## src/rtl/axil_reg_wr_demux.sv

```systemverilog
// AXI-Lite write front end: decodes AW into CH_COUNT register windows, one-hot write strobes,
// B responses queued in a small FIFO. Define AXIL_REG_WR_TIMEOUT_EN to build the ack timeout / SLVERR path.
//
// state  | meaning
// IDLE   | wait for held AW+W and FIFO room; decode, then issue or answer DECERR
// ACCESS | reg_wr_en[ch] high until the channel acks (or the timeout expires)
`timescale 1ns/1ps
module axil_reg_wr_demux #(
    parameter int DATA_WIDTH    = 32,
    parameter int ADDR_WIDTH    = 32,
    parameter int STRB_WIDTH    = DATA_WIDTH / 8,
    parameter int CH_COUNT      = 4,
    parameter int CH_ADDR_WIDTH = 8,
    parameter logic [ADDR_WIDTH-1:0] BASE_ADDR = '0,
    parameter int TIMEOUT       = 16,
    parameter int RESP_DEPTH    = 4
) (
    input  logic                     clk,
    input  logic                     rst_n,
    input  logic [ADDR_WIDTH-1:0]    s_axil_awaddr,
    input  logic [2:0]               s_axil_awprot,
    input  logic                     s_axil_awvalid,
    output logic                     s_axil_awready,
    input  logic [DATA_WIDTH-1:0]    s_axil_wdata,
    input  logic [STRB_WIDTH-1:0]    s_axil_wstrb,
    input  logic                     s_axil_wvalid,
    output logic                     s_axil_wready,
    output logic [1:0]               s_axil_bresp,
    output logic                     s_axil_bvalid,
    input  logic                     s_axil_bready,
    output logic [CH_ADDR_WIDTH-1:0] reg_wr_addr,
    output logic [DATA_WIDTH-1:0]    reg_wr_data,
    output logic [STRB_WIDTH-1:0]    reg_wr_strb,
    output logic [CH_COUNT-1:0]      reg_wr_en,
    input  logic [CH_COUNT-1:0]      reg_wr_wait,
    input  logic [CH_COUNT-1:0]      reg_wr_ack,
    output logic [15:0]              wr_err_count
);

    localparam int CH_BITS = (CH_COUNT > 1) ? $clog2(CH_COUNT) : 1;
    localparam int PTR_W   = $clog2(RESP_DEPTH);
    localparam logic [1:0] RESP_OKAY   = 2'b00;
    localparam logic [1:0] RESP_DECERR = 2'b11;

    typedef enum logic {ST_IDLE, ST_ACCESS} state_t;

    state_t                  state_q, state_d;
    logic                    aw_held_q, aw_held_d;
    logic [ADDR_WIDTH-1:0]   awaddr_q, awaddr_d;
    logic                    w_held_q, w_held_d;
    logic [DATA_WIDTH-1:0]   wdata_q, wdata_d;
    logic [STRB_WIDTH-1:0]   wstrb_q, wstrb_d;
    logic [CH_BITS-1:0]      ch_q, ch_d;
    logic [PTR_W-1:0]        wr_ptr_q, wr_ptr_d, rd_ptr_q, rd_ptr_d;
    logic [PTR_W:0]          count_q, count_d;
    logic [1:0]              fifo_q [RESP_DEPTH];
    logic [1:0]              fifo_d [RESP_DEPTH];
    logic [15:0]             err_q, err_d;

    logic                    push, pop, rel_hold, unmapped, sel_ack;
    logic [1:0]              push_resp;
    logic [ADDR_WIDTH-1:0]   off;
    logic [CH_BITS-1:0]      dec_ch;
    logic                    unused_ok;

`ifdef AXIL_REG_WR_TIMEOUT_EN
    localparam int CNT_W = $clog2(TIMEOUT);
    localparam logic [1:0] RESP_SLVERR = 2'b10;
    logic [CNT_W-1:0] cnt_q, cnt_d;
    logic             sel_wait;
    assign sel_wait  = reg_wr_wait[ch_q];
    assign unused_ok = ^s_axil_awprot;
`else
    localparam int unused_timeout = TIMEOUT;
    assign unused_ok = ^{s_axil_awprot, reg_wr_wait};
`endif

    // BASE_ADDR is window-aligned, so off's low bits equal the in-window offset.
    always_comb begin
        off      = awaddr_q - BASE_ADDR;
        dec_ch   = off[CH_ADDR_WIDTH +: CH_BITS];
        unmapped = (awaddr_q < BASE_ADDR) ||
                   ((off >> CH_ADDR_WIDTH) >= ADDR_WIDTH'(CH_COUNT));
    end

    assign sel_ack = reg_wr_ack[ch_q];

    always_comb begin
        state_d   = state_q;
        ch_d      = ch_q;
        push      = 1'b0;
        push_resp = RESP_OKAY;
        rel_hold  = 1'b0;
`ifdef AXIL_REG_WR_TIMEOUT_EN
        cnt_d     = cnt_q;
`endif
        case (state_q)
            ST_IDLE: begin
                if (aw_held_q && w_held_q && (count_q < (PTR_W+1)'(RESP_DEPTH))) begin
                    if (unmapped) begin
                        push      = 1'b1;
                        push_resp = RESP_DECERR;
                        rel_hold  = 1'b1;
                    end else begin
                        state_d = ST_ACCESS;
                        ch_d    = dec_ch;
`ifdef AXIL_REG_WR_TIMEOUT_EN
                        cnt_d   = CNT_W'(TIMEOUT - 1);
`endif
                    end
                end
            end
            ST_ACCESS: begin
                if (sel_ack) begin
                    push     = 1'b1;
                    rel_hold = 1'b1;
                    state_d  = ST_IDLE;
                end
`ifdef AXIL_REG_WR_TIMEOUT_EN
                else if (!sel_wait) begin
                    if (cnt_q == '0) begin
                        push      = 1'b1;
                        push_resp = RESP_SLVERR;
                        rel_hold  = 1'b1;
                        state_d   = ST_IDLE;
                    end else begin
                        cnt_d = cnt_q - 1'b1;
                    end
                end
`endif
            end
            default: state_d = ST_IDLE;
        endcase
    end

    always_comb begin
        aw_held_d = aw_held_q;
        awaddr_d  = awaddr_q;
        w_held_d  = w_held_q;
        wdata_d   = wdata_q;
        wstrb_d   = wstrb_q;
        if (rel_hold) begin
            aw_held_d = 1'b0;
            w_held_d  = 1'b0;
        end else begin
            if (s_axil_awvalid && !aw_held_q) begin
                aw_held_d = 1'b1;
                awaddr_d  = s_axil_awaddr;
            end
            if (s_axil_wvalid && !w_held_q) begin
                w_held_d = 1'b1;
                wdata_d  = s_axil_wdata;
                wstrb_d  = s_axil_wstrb;
            end
        end
    end

    always_comb begin
        pop      = (count_q != '0) && s_axil_bready;
        fifo_d   = fifo_q;
        wr_ptr_d = wr_ptr_q;
        rd_ptr_d = rd_ptr_q;
        count_d  = count_q;
        err_d    = err_q;
        if (push) begin
            fifo_d[wr_ptr_q] = push_resp;
            wr_ptr_d         = wr_ptr_q + 1'b1;
            if ((push_resp != RESP_OKAY) && (err_q != 16'hFFFF)) begin
                err_d = err_q + 16'd1;
            end
        end
        if (pop) begin
            rd_ptr_d = rd_ptr_q + 1'b1;
        end
        case ({push, pop})
            2'b10:   count_d = count_q + 1'b1;
            2'b01:   count_d = count_q - 1'b1;
            default: count_d = count_q;
        endcase
    end

    always_ff @(posedge clk or negedge rst_n) begin
        if (!rst_n) begin
            state_q   <= ST_IDLE;
            aw_held_q <= 1'b0;
            awaddr_q  <= '0;
            w_held_q  <= 1'b0;
            wdata_q   <= '0;
            wstrb_q   <= '0;
            ch_q      <= '0;
            wr_ptr_q  <= '0;
            rd_ptr_q  <= '0;
            count_q   <= '0;
            err_q     <= '0;
            for (int i = 0; i < RESP_DEPTH; i++) begin
                fifo_q[i] <= '0;
            end
`ifdef AXIL_REG_WR_TIMEOUT_EN
            cnt_q     <= '0;
`endif
        end else begin
            state_q   <= state_d;
            aw_held_q <= aw_held_d;
            awaddr_q  <= awaddr_d;
            w_held_q  <= w_held_d;
            wdata_q   <= wdata_d;
            wstrb_q   <= wstrb_d;
            ch_q      <= ch_d;
            wr_ptr_q  <= wr_ptr_d;
            rd_ptr_q  <= rd_ptr_d;
            count_q   <= count_d;
            err_q     <= err_d;
            fifo_q    <= fifo_d;
`ifdef AXIL_REG_WR_TIMEOUT_EN
            cnt_q     <= cnt_d;
`endif
        end
    end

    assign s_axil_awready = !aw_held_q;
    assign s_axil_wready  = !w_held_q;
    assign s_axil_bvalid  = (count_q != '0);
    assign s_axil_bresp   = fifo_q[rd_ptr_q];
    assign wr_err_count   = err_q;

    always_comb begin
        reg_wr_en   = '0;
        reg_wr_addr = '0;
        reg_wr_data = '0;
        reg_wr_strb = '0;
        if (state_q == ST_ACCESS) begin
            reg_wr_en[ch_q] = 1'b1;
            reg_wr_addr     = off[CH_ADDR_WIDTH-1:0];
            reg_wr_data     = wdata_q;
            reg_wr_strb     = wstrb_q;
        end
    end

endmodule

```

## config.mk

```make
export PLATFORM = sky130hd
export DESIGN_NAME = axil_reg_wr_demux
export DESIGN_NICKNAME = d
export VERILOG_FILES = /design/src/rtl/axil_reg_wr_demux.sv
export SDC_FILE = /design/constraint.sdc
export NUM_CORES = 1
export LEC_CHECK = 0
export ABC_AREA = 0
export BUFFER_PORTS_ARGS = -buffer_cell sky130_fd_sc_hd__buf_4
export CAP_MARGIN = 20
export CORE_MARGIN = 2
export CORE_UTILIZATION = 55
export CTS_BUF_LIST = sky130_fd_sc_hd__clkbuf_4 sky130_fd_sc_hd__clkbuf_8 sky130_fd_sc_hd__clkbuf_16
export DETAILED_ROUTE_END_ITERATION = 6
export GPL_TIMING_DRIVEN = 0
export PLACE_DENSITY = 0.89
export SYNTH_ARGS = -nofsm -noshare
export SYNTH_HDL_FRONTEND = slang
export SYNTH_SLANG_ARGS = --single-unit
export TNS_END_PERCENT = 20
```

## constraint.sdc

```tcl
create_clock -name clk -period 4.75 [get_ports clk]
set_clock_uncertainty 0.05 [all_clocks]
set_input_delay 0.7125 -clock clk [delete_from_list [all_inputs] [get_ports clk]]
set_output_delay 0.7125 -clock clk [all_outputs]
set_load 0.02 [all_outputs]
```

=== Word level (Yosys, flattened, before mapping) ===
Index checks and enable logic that the tools add are counted.

* Eq/ne operators: 3
* Reduce and logical (&&, ||, !) cells: 20
* Bitwise gates (word level): 5
* Add/sub/neg operators: 5
* Muxes and demuxes: 30
* Magnitude comparators: 8

{| class="wikitable"
|+ Operator list
! kind !! count
|-
| less-than comparator 32 x 1 -> 1 bit (second input constant) || 1
|-
| two-way mux 32 bit || 1
|-
| >= comparator 24 x 3 -> 1 bit (second input constant) || 1
|-
| adder 16 x 1 -> 16 bit (second input constant) || 1
|-
| != test 16 bit (second input constant) || 1
|-
| two-way mux 1 bit || 12
|-
| two-way mux 2 bit || 6
|-
| bitwise mux 8 bit || 1
|-
| logical AND 1 bit || 8
|-
| two-way mux 4 bit || 2
|-
| two-way mux 8 bit || 1
|-
| nonzero test 2 bit || 4
|-
| >= comparator 3 bit (second input constant) || 2
|-
| NOT 2 -> 3 bit || 2
|-
| one-hot mux 3 bit (2 select lines) || 1
|-
| AND reduction 2 bit || 3
|-
| adder 2 x 1 -> 2 bit (second input constant) || 2
|-
| binary-select mux 2 bit (select 2 bit) || 1
|-
| demux 2 bit (select 2 bit) || 1
|-
| one-hot mux 1 bit (2 select lines) || 2
|-
| adder 3 x 1 -> 3 bit (second input constant) || 1
|-
| less-than comparator 2 x 3 -> 1 bit (second input constant) || 1
|-
| less-than comparator 3 x 1 -> 1 bit (second input constant) || 1
|-
| less-than comparator 3 bit (second input constant) || 1
|-
| other kinds (11) || 14
|}

* Register bits: 104
* Output and inout bits: 69
* Logic and storage cells: 86
* Bits of input ports: 84

=== Longest topological paths before layout ===
* Depth in word-level cells: 8
* Mapped depth: 12
* Gate-level depth less buffers: 11

=== Worst setup path before layout ===
Ideal clock, no wire load.

* Path kind: input port to flip-flop
* Start point: input reg_wr_ack[3]
* End point: register count_q[2]
* Arrival: 2,553 ps
* Path buffers: 0
* Slack: 2,068 ps
* Cell stages on the path: 11
* Cell sequence: mux4_2 > and2_4 > inv_4 > nand2_1 > inv_1 > ha_1 > inv_1 > fa_1 > xor2_1 > nor2_1 > xor2_1

* Longest elaborated chain between the ends: 6
* Elaborated cells on any way between the ends: 8
* Classes of those cells: eq/ne (2); mux (5); reduce/logical (1)

{| class="wikitable"
|+ Ends and longest elaborated chain
! what !! RTL line !! text
|-
| from (decl) || 36 || <nowiki>input logic [CH_COUNT-1:0] reg_wr_ack,</nowiki>
|-
| binary-select mux 1 bit (select 2 bit) * || 86 || <nowiki>assign sel_ack = reg_wr_ack[ch_q];</nowiki>
|-
| two-way mux 1 bit (not written as such) * || 86 ||
|-
| two-way mux 1 bit * || 114 || <nowiki>if (sel_ack) begin</nowiki>
|-
| one-hot mux 1 bit (2 select lines) * || 97 || <nowiki>case (state_q)</nowiki>
|-
| equality test 2 x 1 -> 1 bit / equality test 2 bit (equally long branches) || 175 || <nowiki>case ({push, pop})</nowiki>
|-
| one-hot mux 3 bit (2 select lines) / nonzero test 2 bit (equally long branches) || n/a ||
|-
| to (signal assigned) || 211 || <nowiki>count_q <= count_d;</nowiki>
|-
| to (decl) || 55 || <nowiki>logic [PTR_W:0] count_q, count_d;</nowiki>
|}

Mark *: on every way between the ends. The rest lies on a longest branch, timed or not. The select of a mux whose other input is x is not followed.
A chain may end at the register's enable or synchronous reset.

=== Worst setup path in the final report ===
* Start point: register awaddr_q[28]
* End point: register count_q[2]

* Longest elaborated chain between the ends: 7
* Elaborated cells on any way between the ends: 10
* Classes of those cells: order compare (2); eq/ne (2); mux (4); reduce/logical (2)

{| class="wikitable"
|+ Ends and longest elaborated chain
! what !! RTL line !! text
|-
| from (decl) || 49 || <nowiki>logic [ADDR_WIDTH-1:0] awaddr_q, awaddr_d;</nowiki>
|-
| from (signal assigned) || 204 || <nowiki>awaddr_q <= awaddr_d;</nowiki>
|-
| less-than comparator 32 x 1 -> 1 bit / >= comparator 24 x 3 -> 1 bit (equally long branches) || 82, 83 ||
|-
| logical OR 1 bit * || 82 || <nowiki>unmapped = (awaddr_q < BASE_ADDR) ||</nowiki>
|-
| two-way mux 1 bit * || 100 || <nowiki>if (unmapped) begin</nowiki>
|-
| two-way mux 1 bit * || 99 || <nowiki>if (aw_held_q && w_held_q && (count_q < (PTR_W+1)'(RESP_DEPTH))) begin</nowiki>
|-
| one-hot mux 1 bit (2 select lines) * || 97 ||
|-
| equality test 2 x 1 -> 1 bit / equality test 2 bit (equally long branches) || 175 ||
|-
| one-hot mux 3 bit (2 select lines) / nonzero test 2 bit (equally long branches) || n/a ||
|}

Mark *: on every way between the ends. The rest lies on a longest branch, timed or not.

==> out/qor.txt <==
Slowest-stage cell, CP -> dfrtp_1
1st-pass router iterations -> 4
# H-tree levels -> 3
P_leak -> 3.10 nW
Clk Latency, worst-skew pair -> 350 ps
CP Launch Type -> flop
Max VDD drop -> 0.293 mV
First-pass GRT wire length -> 16700 µm
DR vias -> 3224
Vias per cell -> 5.19
Share of layout cells above drive strength 1 -> 49.1%
Row count -> 34
GP Congestion -> 0.857
Area Overhead vs Synth -> 29.7%
CTS tree -> done
Slowest stage delay, CP -> 400 ps
Synthesis-stage register bit count -> 100
Die Span Y -> 97.5 µm
Port bufs -> 145
CTS buffer count -> 9
Worst slew pin tran -> 718 ps
HP Class -> in2async
Initial Util -> 56.0%
Final WS setup -> 1700 ps
P_int -> 0.00216 W
IO Pins -> 153
Power per cell area -> 491 mW/mm²
Max-Cap Viols -> 0
NetSw -> 0.000905 W
Diode count -> 0
Cell area after synthesis -> 0.00481 mm²
Slew Limit Fails -> 0
Period utilization -> 64.3%
Die area -> 0.00951 mm²
Fmax -> 0.327 GHz
Overall routing resource usage -> 22.0%
Mean post-synth cell area -> 13.6 µm²
Seq pwr share -> 46.9%
Final setup vio count -> 0
Commonest cells after routing, fill and taps aside -> buf_4, dfrtp_1, mux2_4
Sequential cell area -> 0.00250 mm²
Setup CP Type -> reg2reg
Tmin final -> 3050 ps
Average routed wire per standard cell -> 16.3 µm
RSZ-0062 raised after global routing -> false
Post-CTS setup buffers -> 0
Final TNS setup -> 0 ps
Sequential share of the synthesized area -> 52.0%
Multi-input logic area -> 0.00205 mm²
Outcome -> completed
Number of gates resized after CTS -> 0
Worst setup EP type -> flop
Residual DRC count -> 0
Routed WL -> 10100 µm
Cells after synthesis -> 353
Clock network power share -> 16.9%
Nets@finish -> 601
Via count of the first global-routing pass -> 3385
Final hold viol count -> 0
Worst-path clk slew -> 100 ps
Top cell type by total area after synthesis -> dfrtp_1
Worst Path Max Fanout -> 10
Commonest non-fill, non-tap cell in the layout -> buf_4
Antenna-violating nets left -> 0
Root buffer selected by CTS -> clkbuf_8
DR iter-0 viols -> 77
Max Root-Sink Buffers -> 2
Total gr overflow -> 0
Yosys warning count -> 0
Synthesized net count -> 444
Logic pwr share -> 36.3%
Worst EP required -> 4960 ps
Clk sink count -> 100
Worst path arrival time -> 3270 ps
Largest net degree at the start of global routing -> 74
Synth unique cells -> 34
Max-Slew Margin vs Limit -> 51.7%
Setup slack at placement -> 1760 ps
CTS hold repair buffers -> 0
Sw frac -> 29.6%
Initial antenna violation count -> 0
Core area -> 0.00859 mm²
Hpwl dp -> 7510 µm
CP cell instances -> nor4_1, nand2_1, o31ai_1, buf_2, nand2_1, inv_1, ha_1, inv_1, fa_1, xor2_1, nor2_1, xor2_1
Fillers -> 571
Area fraction of the dominant cell type after synthesis -> 52.0%
Synth area leaders -> dfrtp_1, mux2_4, and2_1, mux2_2, buf_12
Die Wd -> 97.5 µm
-- area by class of cell --
class                   instances  area share (%)
plain buffers                  17            3.07
flip-flops and latches        100            40.1
well taps                     108            2.17
clock buffers                  11            2.23
clock inverters                 3           0.642
multi-input cells             219            32.8
inverters                      17            1.06
repair buffers                146            17.9
-- worst max-delay path, delay by kind of cell (launching register included) --
kind	cells	cell delay, ps
simple gates	4	770
fa+ha+maj	2	550
buf+inv	3	470
flops	1	400
compound gates	1	390
xor+xnor	2	340
-- cells in the mapped netlist --
cell type / n
a21o_1: 1
and2_1: 45
and2_4: 1
and3_1: 1
and3_2: 1
and3_4: 2
buf_12: 7
buf_2: 2
buf_4: 1
buf_6: 1
clkbuf_1: 6
dfrtp_1: 100
fa_1: 1
ha_1: 6
inv_1: 16
inv_4: 1
mux2_2: 13
mux2_4: 60
mux2i_1: 2
mux4_2: 2
nand2_1: 12
nand3_1: 6
nand4_1: 2
nor2_1: 12
nor3_1: 4
nor3b_1: 2
nor4_1: 13
nor4_2: 1
nor4b_1: 3
o21ai_0: 8
o31ai_1: 1
or3_1: 1
xnor2_1: 4
xor2_1: 15
-- worst paths after layout --
| check | from | end | slack, ps | cells past startpoint |
|---|---|---|---|---|
| setup / recovery | awaddr_q[28]$_DFFE_PN0P_ | count_q[2]$_DFFE_PN0P_ | 1700 | 12 |
| hold / removal | rst_n | wdata_q[7]$_DFFE_PN0P_ | 220 | 1 |
| setup reg to reg | awaddr_q[28]$_DFFE_PN0P_ | count_q[2]$_DFFE_PN0P_ | 1700 | 12 |
| hold reg to reg | wr_err_count[12]$_DFFE_PN0P_ | wr_err_count[12]$_DFFE_PN0P_ | 450 | 1 |
| max in group asynchronous | rst_n | awaddr_q[22]$_DFFE_PN0P_ | 3760 | 2 |
| min in group clk | wr_err_count[12]$_DFFE_PN0P_ | wr_err_count[12]$_DFFE_PN0P_ | 450 | 1 |
-- cells by family after synthesis --
group,Yosys count,synth area share (%)
DFF,100,52.0
and+or+nand+nor,106,12.9
buffers and inverters,34,5.36
xor gates and xnor gates,19,3.46
muxes,77,23.1
adders and majority gates,7,1.98
AOI/OAI and AO/OA,10,1.14
-- sequential cells by signal (all words and copies together), names as in the netlist, 2 cells and up --
| signal | count |
|---|---|
| fifo_q | 4 |
| awaddr_q | 32 |
| wstrb_q | 4 |
| count_q | 3 |
| wr_err_count | 16 |
| wdata_q | 32 |
| ch_q | 2 |
| wr_ptr_q | 2 |
| rd_ptr_q | 2 |
-- routing by layer --
layer | wire [µm] | global-route usage [%] | up-vias
li1 | - | - | 1507
met4 | 176 | 8.23 | 0
met2 | 5070 | 36.1 | 114
met1 | 4230 | 28.7 | 1589
met5 | 0 | 0 | -
met3 | 619 | 4.96 | 14
-- power by group through the flow --
| stage | clock network, W | logic (W) | registers, W |
|---|---|---|---|
| floorplan | 0 | 0.000849 | 0.00140 |
| global placement | 0 | 0.00106 | 0.00142 |
| detailed placement | 0 | 0.00111 | 0.00145 |
| CTS | 0.000532 | 0.00112 | 0.00143 |
| global route | 0.000570 | 0.00121 | 0.00148 |
| finish | 0.000517 | 0.00111 | 0.00143 |
-- stage by stage --
| stage | cells | power (W) | hold WS (ps) | area (µm²) | utilization [%] |
|---|---|---|---|---|---|
| after floorplan | 353 | 0.00225 | 367 | 4810 | - |
| after global placement | 606 | 0.00248 | 422 | 6030 | 70.2 |
| after detailed placement | 607 | 0.00255 | 434 | 6060 | 70.5 |
| after CTS | 621 | 0.00309 | 215 | 6240 | 72.6 |
| after global routing | 621 | 0.00325 | 226 | 6240 | 72.6 |
| final | 621 | 0.00306 | 216 | 6240 | 72.6 |
(Power assumes the default switching activity.)
